**config.mk**
```make
export PLATFORM = sky130hd
export DESIGN_NAME = seq_bit_serializer_flat
export DESIGN_NICKNAME = d
export VERILOG_FILES = /design/src/rtl/seq_det_pkg.sv /design/src/rtl/seq_bit_serializer_if.sv /design/src/rtl/ser_shift_reg.sv /design/src/rtl/seq_bit_serializer.sv /design/src/flat_wrapper.sv
export SDC_FILE = /design/constraint.sdc
export NUM_CORES = 1
export LEC_CHECK = 0
export CORE_MARGIN = 10
export CORE_UTILIZATION = 65
export DETAILED_ROUTE_END_ITERATION = 12
export DONT_BUFFER_PORTS = 1
export HOLD_SLACK_MARGIN = 0.15
export PLACE_DENSITY = 0.83
export SYNTH_ARGS = -nofsm -noshare
export SYNTH_HDL_FRONTEND = slang
export SYNTH_SLANG_ARGS = --single-unit
```
**constraint.sdc**
```tcl
create_clock -name clk -period 2.75 [get_ports clk]
set_input_delay 0.6875 -clock clk [delete_from_list [all_inputs] [get_ports clk]]
set_output_delay 0.6875 -clock clk [all_outputs]
set_load 0.005 [all_outputs]
```
**src/rtl/seq_det_pkg.sv**
```systemverilog
// Shared encodings for the 101 sequence detector and its serial feeder.
package seq_det_pkg;

    typedef enum logic [1:0] {
        ST_IDLE       = 2'b00,
        ST_SHIFT      = 2'b01,
        ST_SHIFT_HOLD = 2'b10
    } ser_state_e;

    // Detector states: how much of the 101 pattern has been seen so far.
    typedef enum logic [1:0] {
        DET_S0   = 2'b00,
        DET_S1   = 2'b01,
        DET_S10  = 2'b10,
        DET_S101 = 2'b11
    } det_state_e;

    localparam int unsigned SER_DEFAULT_WIDTH = 8;

endpackage

```
**src/rtl/seq_bit_serializer_if.sv**
```systemverilog
// Parallel-in handshake plus serial-out bundle of the bit serializer.
interface seq_bit_serializer_if #(
    parameter int unsigned WIDTH = 8
);
    logic [WIDTH-1:0] s_data;
    logic             s_valid;
    logic             s_ready;
    logic             en;
    logic             serial_bit;
    logic             serial_valid;
    logic             word_done;

    modport master (
        output s_data, s_valid, en,
        input  s_ready, serial_bit, serial_valid, word_done
    );

    modport slave (
        input  s_data, s_valid, en,
        output s_ready, serial_bit, serial_valid, word_done
    );
endinterface

```
**src/rtl/ser_shift_reg.sv**
```systemverilog
// Loadable shift register that presents its next outgoing bit in either order.
module ser_shift_reg #(
    parameter int unsigned WIDTH     = 8,
    parameter bit          MSB_FIRST = 1'b1
) (
    input  logic             clk,
    input  logic             arst,
    input  logic             load,
    input  logic [WIDTH-1:0] load_data,
    input  logic             shift,
    output logic             bit_out
);

    logic [WIDTH-1:0] sr_q;

    always_ff @(posedge clk or negedge arst) begin
        if (!arst) begin
            sr_q <= '0;
        end else if (load) begin
            sr_q <= load_data;
        end else if (shift) begin
            if (MSB_FIRST) begin
                sr_q <= {sr_q[WIDTH-2:0], 1'b0};
            end else begin
                sr_q <= {1'b0, sr_q[WIDTH-1:1]};
            end
        end
    end

    assign bit_out = MSB_FIRST ? sr_q[WIDTH-1] : sr_q[0];

endmodule

```
**src/rtl/seq_bit_serializer.sv**
```systemverilog
// Word-to-bit serializer feeding the 101 detector; one shift word plus one held word.
module seq_bit_serializer
    import seq_det_pkg::*;
#(
    parameter int unsigned WIDTH     = 8,
    parameter bit          MSB_FIRST = 1'b1,
    parameter bit          IDLE_BIT  = 1'b0
) (
    input  logic                 clk,
    input  logic                 arst,
    seq_bit_serializer_if.slave  bus
);

    localparam int unsigned CNT_W = (WIDTH > 1) ? $clog2(WIDTH) : 1;
    localparam logic [CNT_W-1:0] CNT_LAST = CNT_W'(WIDTH - 1);

    ser_state_e       state;
    logic [WIDTH-1:0] hold_q;
    logic [CNT_W-1:0] bit_cnt;

    logic             accept;
    logic             consume;
    logic             last_bit;
    logic             sr_load;
    logic             sr_shift;
    logic [WIDTH-1:0] sr_load_data;
    logic             cur_bit;

    assign bus.s_ready      = (state != ST_SHIFT_HOLD);
    assign bus.serial_valid = (state != ST_IDLE);
    assign accept           = bus.s_valid & bus.s_ready;
    assign consume          = bus.serial_valid & bus.en;
    assign last_bit         = consume & (bit_cnt == CNT_LAST);
    assign bus.word_done    = last_bit;
    assign bus.serial_bit   = (state == ST_IDLE) ? IDLE_BIT : cur_bit;

    // Shift-register control: a held word wins over a fresh one at word end.
    always_comb begin
        sr_load      = 1'b0;
        sr_shift     = 1'b0;
        sr_load_data = bus.s_data;
        unique case (state)
            ST_IDLE: begin
                sr_load = accept;
            end
            ST_SHIFT: begin
                if (last_bit) sr_load  = accept;
                else          sr_shift = consume;
            end
            ST_SHIFT_HOLD: begin
                if (last_bit) begin
                    sr_load      = 1'b1;
                    sr_load_data = hold_q;
                end else begin
                    sr_shift = consume;
                end
            end
            default: begin
                sr_load  = 1'b0;
                sr_shift = 1'b0;
            end
        endcase
    end

    always_ff @(posedge clk or negedge arst) begin
        if (!arst) begin
            state   <= ST_IDLE;
            hold_q  <= '0;
            bit_cnt <= '0;
        end else begin
            unique case (state)
                ST_IDLE: begin
                    if (accept) begin
                        bit_cnt <= '0;
                        state   <= ST_SHIFT;
                    end
                end
                ST_SHIFT: begin
                    if (last_bit) begin
                        // A word arriving on the final edge bypasses the hold buffer.
                        bit_cnt <= '0;
                        state   <= accept ? ST_SHIFT : ST_IDLE;
                    end else begin
                        if (consume) bit_cnt <= bit_cnt + CNT_W'(1);
                        if (accept) begin
                            hold_q <= bus.s_data;
                            state  <= ST_SHIFT_HOLD;
                        end
                    end
                end
                ST_SHIFT_HOLD: begin
                    if (last_bit) begin
                        bit_cnt <= '0;
                        state   <= ST_SHIFT;
                    end else if (consume) begin
                        bit_cnt <= bit_cnt + CNT_W'(1);
                    end
                end
                default: begin
                    state <= ST_IDLE;
                end
            endcase
        end
    end

    ser_shift_reg #(
        .WIDTH     (WIDTH),
        .MSB_FIRST (MSB_FIRST)
    ) u_shift (
        .clk       (clk),
        .arst      (arst),
        .load      (sr_load),
        .load_data (sr_load_data),
        .shift     (sr_shift),
        .bit_out   (cur_bit)
    );

endmodule

```
**src/flat_wrapper.sv**
```systemverilog
// flat-port wrapper written by rule: the top's interface ports become plain ports
module seq_bit_serializer_flat import seq_det_pkg::*;
#(
    parameter int unsigned WIDTH     = 8,
    parameter bit          MSB_FIRST = 1'b1,
    parameter bit          IDLE_BIT  = 1'b0
)
  (clk, arst, bus_s_data, bus_s_valid, bus_en, bus_s_ready, bus_serial_bit, bus_serial_valid, bus_word_done);
  seq_bit_serializer_if #(.WIDTH(WIDTH)) bus_i ();
  input  logic clk;
  input  logic arst;
  input wire logic [$bits(bus_i.s_data)-1:0] bus_s_data;
  input wire logic [$bits(bus_i.s_valid)-1:0] bus_s_valid;
  input wire logic [$bits(bus_i.en)-1:0] bus_en;
  output wire logic [$bits(bus_i.s_ready)-1:0] bus_s_ready;
  output wire logic [$bits(bus_i.serial_bit)-1:0] bus_serial_bit;
  output wire logic [$bits(bus_i.serial_valid)-1:0] bus_serial_valid;
  output wire logic [$bits(bus_i.word_done)-1:0] bus_word_done;
  assign bus_i.s_data = bus_s_data;
  assign bus_i.s_valid = bus_s_valid;
  assign bus_i.en = bus_en;
  assign bus_s_ready = bus_i.s_ready;
  assign bus_serial_bit = bus_i.serial_bit;
  assign bus_serial_valid = bus_i.serial_valid;
  assign bus_word_done = bus_i.word_done;
  seq_bit_serializer #(.WIDTH(WIDTH), .MSB_FIRST(MSB_FIRST), .IDLE_BIT(IDLE_BIT)) u_core (.clk(clk), .arst(arst), .bus(bus_i));
endmodule
```
==> run_results.csv, run 1 <==
group,metric,value,unit
cells_and_area,finalInstanceArea,0.00122,mm^2
floorplan,die_area,0.00385,mm^2
setup_path,crit_fanout,7,
sta,final.setup.tns,0,ns
global_routing,antenna_found_initial,0,
synth,synth-main-ff-cell,"dfrtp_1",
sta,maxSlewHeadroom,38.2,%
global_routing,grt.total_usage,11.3,%
placement,hpwl,1510,um
synth,synth_xor_area_share,0,%
route,drt-total-wl,1970,um
route,drtPass1Iterations,4,
worst_hold_path,hp-start,"u_core.hold_q[5]",
synth,synth_compound_area_share,4.90,%
synth,synth_top_family_by_area,"multiplexers",
sta,whs,0.519,ns
floorplan,ioPinCount,16,
synth,synthCells,89,
floorplan,die_w,62.0,um
synth,synth_fp_nets,107,
sta,hold_violations,0,
sta,finClkSkew,0.00307,ns
cts,cts_resized,0,
setup_path,r2r_cells,6,
route,wire_per_inst,16.6,um
synth,yosys.area.top_type,"dfrtp_1",
global_routing,grt_pass1_vias,740,
floorplan,die_y,62.0,um
synth,syn_avg_cell_area,12.9,um^2
outcome,outcome,"finished clean",
cells_and_area,nets,113,
route,drt_iter0_markers,24,
placement,portBuffers,0,
route,ant_nets,0,
cts,cts_buffers,3,
route,vias,670,
floorplan,rows,15,
worst_hold_path,whs_path_depth,1,
route,drc_errors,0,
synth,synth_common_cells,"24 x mux2i_1, 21 x dfrtp_1, 10 x mux2_2",
setup_path,required,2.06,ns
sta,tightest_slew,0.923,ns
cells_and_area,diodes,0,
setup_path,r2r_start,"u_core.state[0]",
synth,synthArstFlopShare,100,%
setup_path,rr_endpoint,"u_core.hold_q[0]",
placement,place_congestion,0.830,
sta,rsz0062_at_grt,"false",
setup_path,crit_path_start_kind,"flop",
synth,synth_area,0.00115,mm^2
setup_path,cp.arrival,1.38,ns
cts,cts_root_buffer,"clkbuf_4",
cts,clkTransAtPathRegs,0.11,ns
sta,final-setup-viol-count,0,
synth,yosys-top-cells-area,"dfrtp_1 46%, mux2i_1 21%, mux2_2 9.8%",
cts,tritoncts,"yes",
worst_hold_path,hold_class,"flop to flop",
cts,clock_latency,0.29,ns
synth,yosysWarnings,0,
cts,htree_levels,1,
setup_path,worst-r2r-setup-slack,0.73,ns
setup_path,crit_type,"flop to primary output",
synth,synthSimpleGateAreaFrac,9.04,%
cells_and_area,fin_util,71.4,%
sta,slew_viol_final,0,
power_and_ir_drop,vdd_drop_max,0.670,mV
synth,synth_enable_flop_cells,0,
synth,yosysMostFrequentCell,"mux2i_1",
cells_and_area,layout.cells.non_filler,119,
floorplan,start_util,67.3,%
global_routing,grt_pass1_wl,3190,um
cts,cts_num_sinks,21,
setup_path,end_kind,"primary output",
power_and_ir_drop,cellLeakagePower,0.620,nW
cts,postCtsHoldBufs,1,
sta,fmax,484,MHz
synth,synth.distinct_cells,24,
cells_and_area,area_growth,6.10,%
cells_and_area,drive_gt1_share,22.3,%
synth,synth_top_area_share,45.8,%
synth,yosysSeqAreaShare,45.8,%
sta,post-route-min-period,2.07,ns
job,drv_cap,0,
synth,ys_ff_latch,21,
cts,cts_post_setup_buffers_inserted,0,
worst_hold_path,min_to,"u_core.hold_q[5]",
global_routing,grt_overflow_total,0,
cts,clock_path_buffers,2,
sta,fin_crit_sh,75.2,%
synth,synth.mux.area_fraction,30.7,%
global_routing,grt_max_degree,22,
power_and_ir_drop,p_per_area,988,mW/mm^2
synth,synth_adder_area_share,6.54,%
route,viasPerCell,5.63,
floorplan,core,0.00171,mm^2
placement,dpl-instance-area,0.00118,mm^2
placement,dpl.cell_count,114,
-- cell families after synthesis --
group | after synthesis
multiplexers | 34
flip-flops | 21
AND/OR/NAND/NOR | 12
AO/OA/AOI/OAI | 8
buffers and inverters | 8
adder cells (fa/ha/maj) | 6
-- layout make-up --
| cell class | instances | area (um^2) |
|---|---|---|
| inverters | 6 | 22.5 |
| flip-flops and latches | 21 | 526 |
| fillers | 121 | 489 |
| multi-input cells | 60 | 588 |
| well taps | 25 | 31.3 |
| clock buffers | 4 | 26.3 |
| repair buffers | 3 | 25.0 |
-- registers in the layout, summed over array words and instances (netlist names) --
name	flops
u_core.u_shift.sr_q	8
u_core.state	2
u_core.bit_cnt	3
u_core.hold_q	8
-- through the flow --
step | setup slack, ns | total power [W]
2_1_floorplan | 0.950 | 0.000957
3_3_place_gp | 0.774 | 0.00103
3_5_place_dp | 0.714 | 0.00107
4_1_cts | 0.675 | 0.00122
5_1_grt | 0.580 | 0.00129
6_report | 0.683 | 0.00120
-- routing by layer --
layer  share of wire, %  GRT usage [%]
met1                 42           11.3
met5                  0              0
met4                1.2           5.10
met2                 48           20.8
met3                8.4           3.66
-- worst max-delay path, cell delays in order, from the launching register on --
cell	delay, ns
dfrtp_1	0.41
inv_1	0.08
ha_1	0.28
nand3b_4	0.21
inv_2	0.11
-- worst max path at each step --
stage | startpoint | end | slack [ns] | cells past startpoint
global route | u_core.state[0] | bus_word_done | 0.58 | 4
finish | u_core.state[0] | bus_word_done | 0.68 | 4
detailed placement | u_core.state[1] | u_core.hold_q[0] | 0.71 | 6
floorplan | u_core.bit_cnt[0] | u_core.hold_q[0] | 0.95 | 6
CTS | u_core.state[0] | bus_word_done | 0.67 | 4
global placement | u_core.state[0] | u_core.hold_q[1] | 0.77 | 6
-- report_power, final --
part,internal [W],switching (W),total [W]
Combinational,0.000285,0.000239,0.000524
Sequential,0.000457,0.0000809,0.000538
Clock,0.0000563,0.0000857,0.000142
Total,0.000798,0.000406,0.00120
-- layout by cell type (no fill, tap or decap), drive strengths merged, types with 2 or more instances in the layout --
| cell | netlist | routed |
|---|---|---|
| mux2i | 24 | 24 |
| dfrtp | 21 | 21 |
| mux2 | 10 | 10 |
| ha | 6 | 6 |
| inv | 6 | 6 |
| clkbuf | 0 | 4 |
| nand2b | 3 | 3 |
| a21o | 3 | 3 |
| a21oi | 2 | 2 |
| buf | 2 | 2 |
| nor3b | 2 | 2 |
| and3 | 2 | 2 |
No activity file was read; power rests on OpenSTA's default activity.
==> inputs of run 2 (changes only) <==
Settings changed: CORE_UTILIZATION 65 to 55, PLACE_DENSITY 0.83 to 0.75.
Clock period 2.75 ns to 1.66 ns, I/O delays scaled along.
==> run 2 against run 1 <==
- critical endpoint unchanged
- largest cell class unchanged
- hold slack worse by 0.26 ns
- largest power group is now combinational cells
- critical path depth grew 1
- sequential cell count is the same
- via count up 16%
- final area is 27% higher
- wire length is 28% higher
- the flow now finishes with violations (setup timing)
==> run_results.csv, run 2 (synthesis gave the netlist of run 1 again) <==
group,metric,value,unit
job,drv_cap,0,
placement,hpwl,1750,um
setup_path,required,1.24,ns
power_and_ir_drop,p_switching,0.000854,W
setup_path,crit_path_start_kind,"flop",
setup_path,critPathMaxStageDelay,0.40,ns
outcome,violations,"setup timing",
route,drc_errors,0,
setup_path,crit_start,"u_core.bit_cnt[1]",
sta,final.setup.tns,-0.745,ns
route,viasPerCell,5.54,
sta,maxSlewHeadroom,36.7,%
route,ant_nets,0,
sta,fmax,579,MHz
floorplan,die_area,0.00432,mm^2
sta,fin_crit_sh,104,%
global_routing,grt_max_degree,22,
cells_and_area,layout.cells.non_filler,140,
global_routing,grt_pass1_vias,803,
sta,tightest_slew,0.946,ns
sta,slew_viol_final,0,
cells_and_area,area_growth,34.3,%
power_and_ir_drop,p_per_area,1680,mW/mm^2
cts,cts_buffers,3,
placement,dpl.cell_count,133,
cts,cts_root_buffer,"clkbuf_4",
global_routing,grt.total_usage,11.8,%
power_and_ir_drop,power_frac_seq,35.4,%
sta,rsz0062_at_grt,"true",
floorplan,start_util,58.0,%
cts,clkTransAtPathRegs,0.11,ns
cts,cts_num_sinks,21,
sta,final-setup-viol-count,23,
power_and_ir_drop,p_int,0.00173,W
cts,clock_path_buffers,2,
route,drtPass1Iterations,3,
global_routing,grt_pass1_wl,4050,um
setup_path,cp.arrival,1.31,ns
power_and_ir_drop,cellLeakagePower,0.762,nW
cells_and_area,top_regs,"u_core.hold_q x8, u_core.u_shift.sr_q x8, u_core.bit_cnt x3",
power_and_ir_drop,clkPwrFrac,9.1,%
route,wire_per_inst,18.1,um
setup_path,r2r_start,"u_core.state[0]",
setup_path,crit_end,"bus_word_done",
sta,hold_violations,0,
setup_path,rr_endpoint,"u_core.u_shift.sr_q[5]",
cts,clock_latency,0.29,ns
sta,post-route-min-period,1.73,ns
floorplan,die_w,65.7,um
setup_path,crit_type,"flop to primary output",
worst_hold_path,hold_class,"input port to flop",
setup_path,crit_fanout,4,
power_and_ir_drop,combPwrFrac,55.5,%
cts,tritoncts,"yes",
cells_and_area,diodes,0,
cells_and_area,nets,132,
cells_and_area,final_cell_mix,"24 x mux2i_1, 20 x dfrtp_1, 14 x buf_4",
global_routing,grt_overflow_total,0,
setup_path,worst-r2r-setup-slack,-0.05,ns
cells_and_area,final_common_cell,"mux2i_1",
sta,finClkSkew,0.00267,ns
outcome,outcome,"finished with violations",
floorplan,core,0.00198,mm^2
cells_and_area,drive_gt1_share,49.6,%
route,drt_iter0_markers,19,
setup_path,cp_num_cells,5,
setup_path,slowest_stage,"dfrtp_1",
route,drt-total-wl,2530,um
power_and_ir_drop,total_power,0.00258,W
placement,portBuffers,0,
power_and_ir_drop,p_sw_share,33.1,%
setup_path,crit_chain,"ha_2 -> ha_4 -> nand3b_4 -> inv_4 -> buf_6",
setup_path,end_kind,"primary output",
floorplan,rows,16,
global_routing,antenna_found_initial,0,
cts,htree_levels,1,
floorplan,ioPinCount,16,
setup_path,cp_num_buf_inv,2,
setup_path,r2r_cells,7,
sta,setup_slack,-0.0664,ns
floorplan,die_y,65.7,um
placement,place_congestion,0.777,
setup_path,crit_family,"flip-flops",
power_and_ir_drop,vdd_drop_max,1.25,mV
route,vias,775,
[run 2: cell types whose count changed in the layout (fill, tap and decap cells not counted), sizes merged]
cell | before | now
buf | 2 | 21
[run 2: routing by layer]
metal / up-vias / GRT usage [%] / wire (um)
met3: 2 / 2.54 / 129
met5: - / 0 / 0
met4: 0 / 4.81 / 20
li1: 367 / - / -
met1: 394 / 14.9 / 1100
met2: 12 / 19.0 / 1280
[run 2: through the flow]
step / utilization (%) / setup WS, ns / instance area, um^2 / hold WS (ns)
2_1_floorplan: - / -0.0751 / 1170 / 0.119
3_5_place_dp: 68.8 / -0.156 / 1360 / 0.120
6_report: 77.8 / -0.0664 / 1540 / 0.262
3_3_place_gp: 68.8 / -0.128 / 1360 / 0.120
4_1_cts: 74.0 / -0.0792 / 1470 / 0.257
5_1_grt: 77.8 / -0.141 / 1540 / 0.240
[run 2: what timing repair did]
action,4_1_cts,5_1_grt
hold endpoints to repair,21,0
setup buffers,0,2
hold buffers,1,0
pin swaps,4,3
setup endpoints to repair,22,23
gates resized for setup,17,14
[run 2: how the worst min path moves through the flow]
stage	startpoint	slack, ns	cells after the start	end
2_1_floorplan	arst	0.12	0	u_core.bit_cnt[0]
6_report	bus_s_data[3]	0.26	1	u_core.hold_q[3]
3_3_place_gp	arst	0.12	0	u_core.bit_cnt[2]
5_1_grt	bus_s_data[3]	0.24	1	u_core.hold_q[3]
4_1_cts	bus_s_data[1]	0.26	1	u_core.hold_q[1]
3_5_place_dp	arst	0.12	0	u_core.bit_cnt[2]
[run 2: power by group through the flow]
| stage | registers, W | logic [W] | clock network (W) |
|---|---|---|---|
| 2_1_floorplan | 0.000864 | 0.000775 | 0 |
| 5_1_grt | 0.000949 | 0.00154 | 0.000267 |
| 3_5_place_dp | 0.000905 | 0.00113 | 0 |
| 6_report | 0.000914 | 0.00143 | 0.000235 |
| 3_3_place_gp | 0.000886 | 0.00109 | 0 |
| 4_1_cts | 0.000905 | 0.00125 | 0.000241 |
[run 2: cell type report]
type                       count  area [um^2]
clock buffer                   4         26.3
timing repair buffer          22          211
fill                         115          439
inverter                       6         27.5
sequential                    21          527
multi-input combinational     60          717
tap                           27         33.8
[run 2: worst reg2reg max path, delay by kind of cell, from the launching register on]
kind / cells / cell delay [ns]
adders and majority gates: 1 / 0.17
DFF: 1 / 0.40
muxes: 1 / 0.19
and+or+nand+nor: 2 / 0.55
buffers and inverters: 2 / 0.25
AOI/OAI and AO/OA: 1 / 0.08
==> inputs of run 3 (changes only) <==
Settings changed: CAP_MARGIN set to 20.
==> results of run 3 <==
The final DEF is identical to that of run 2; final timing and power are the same.
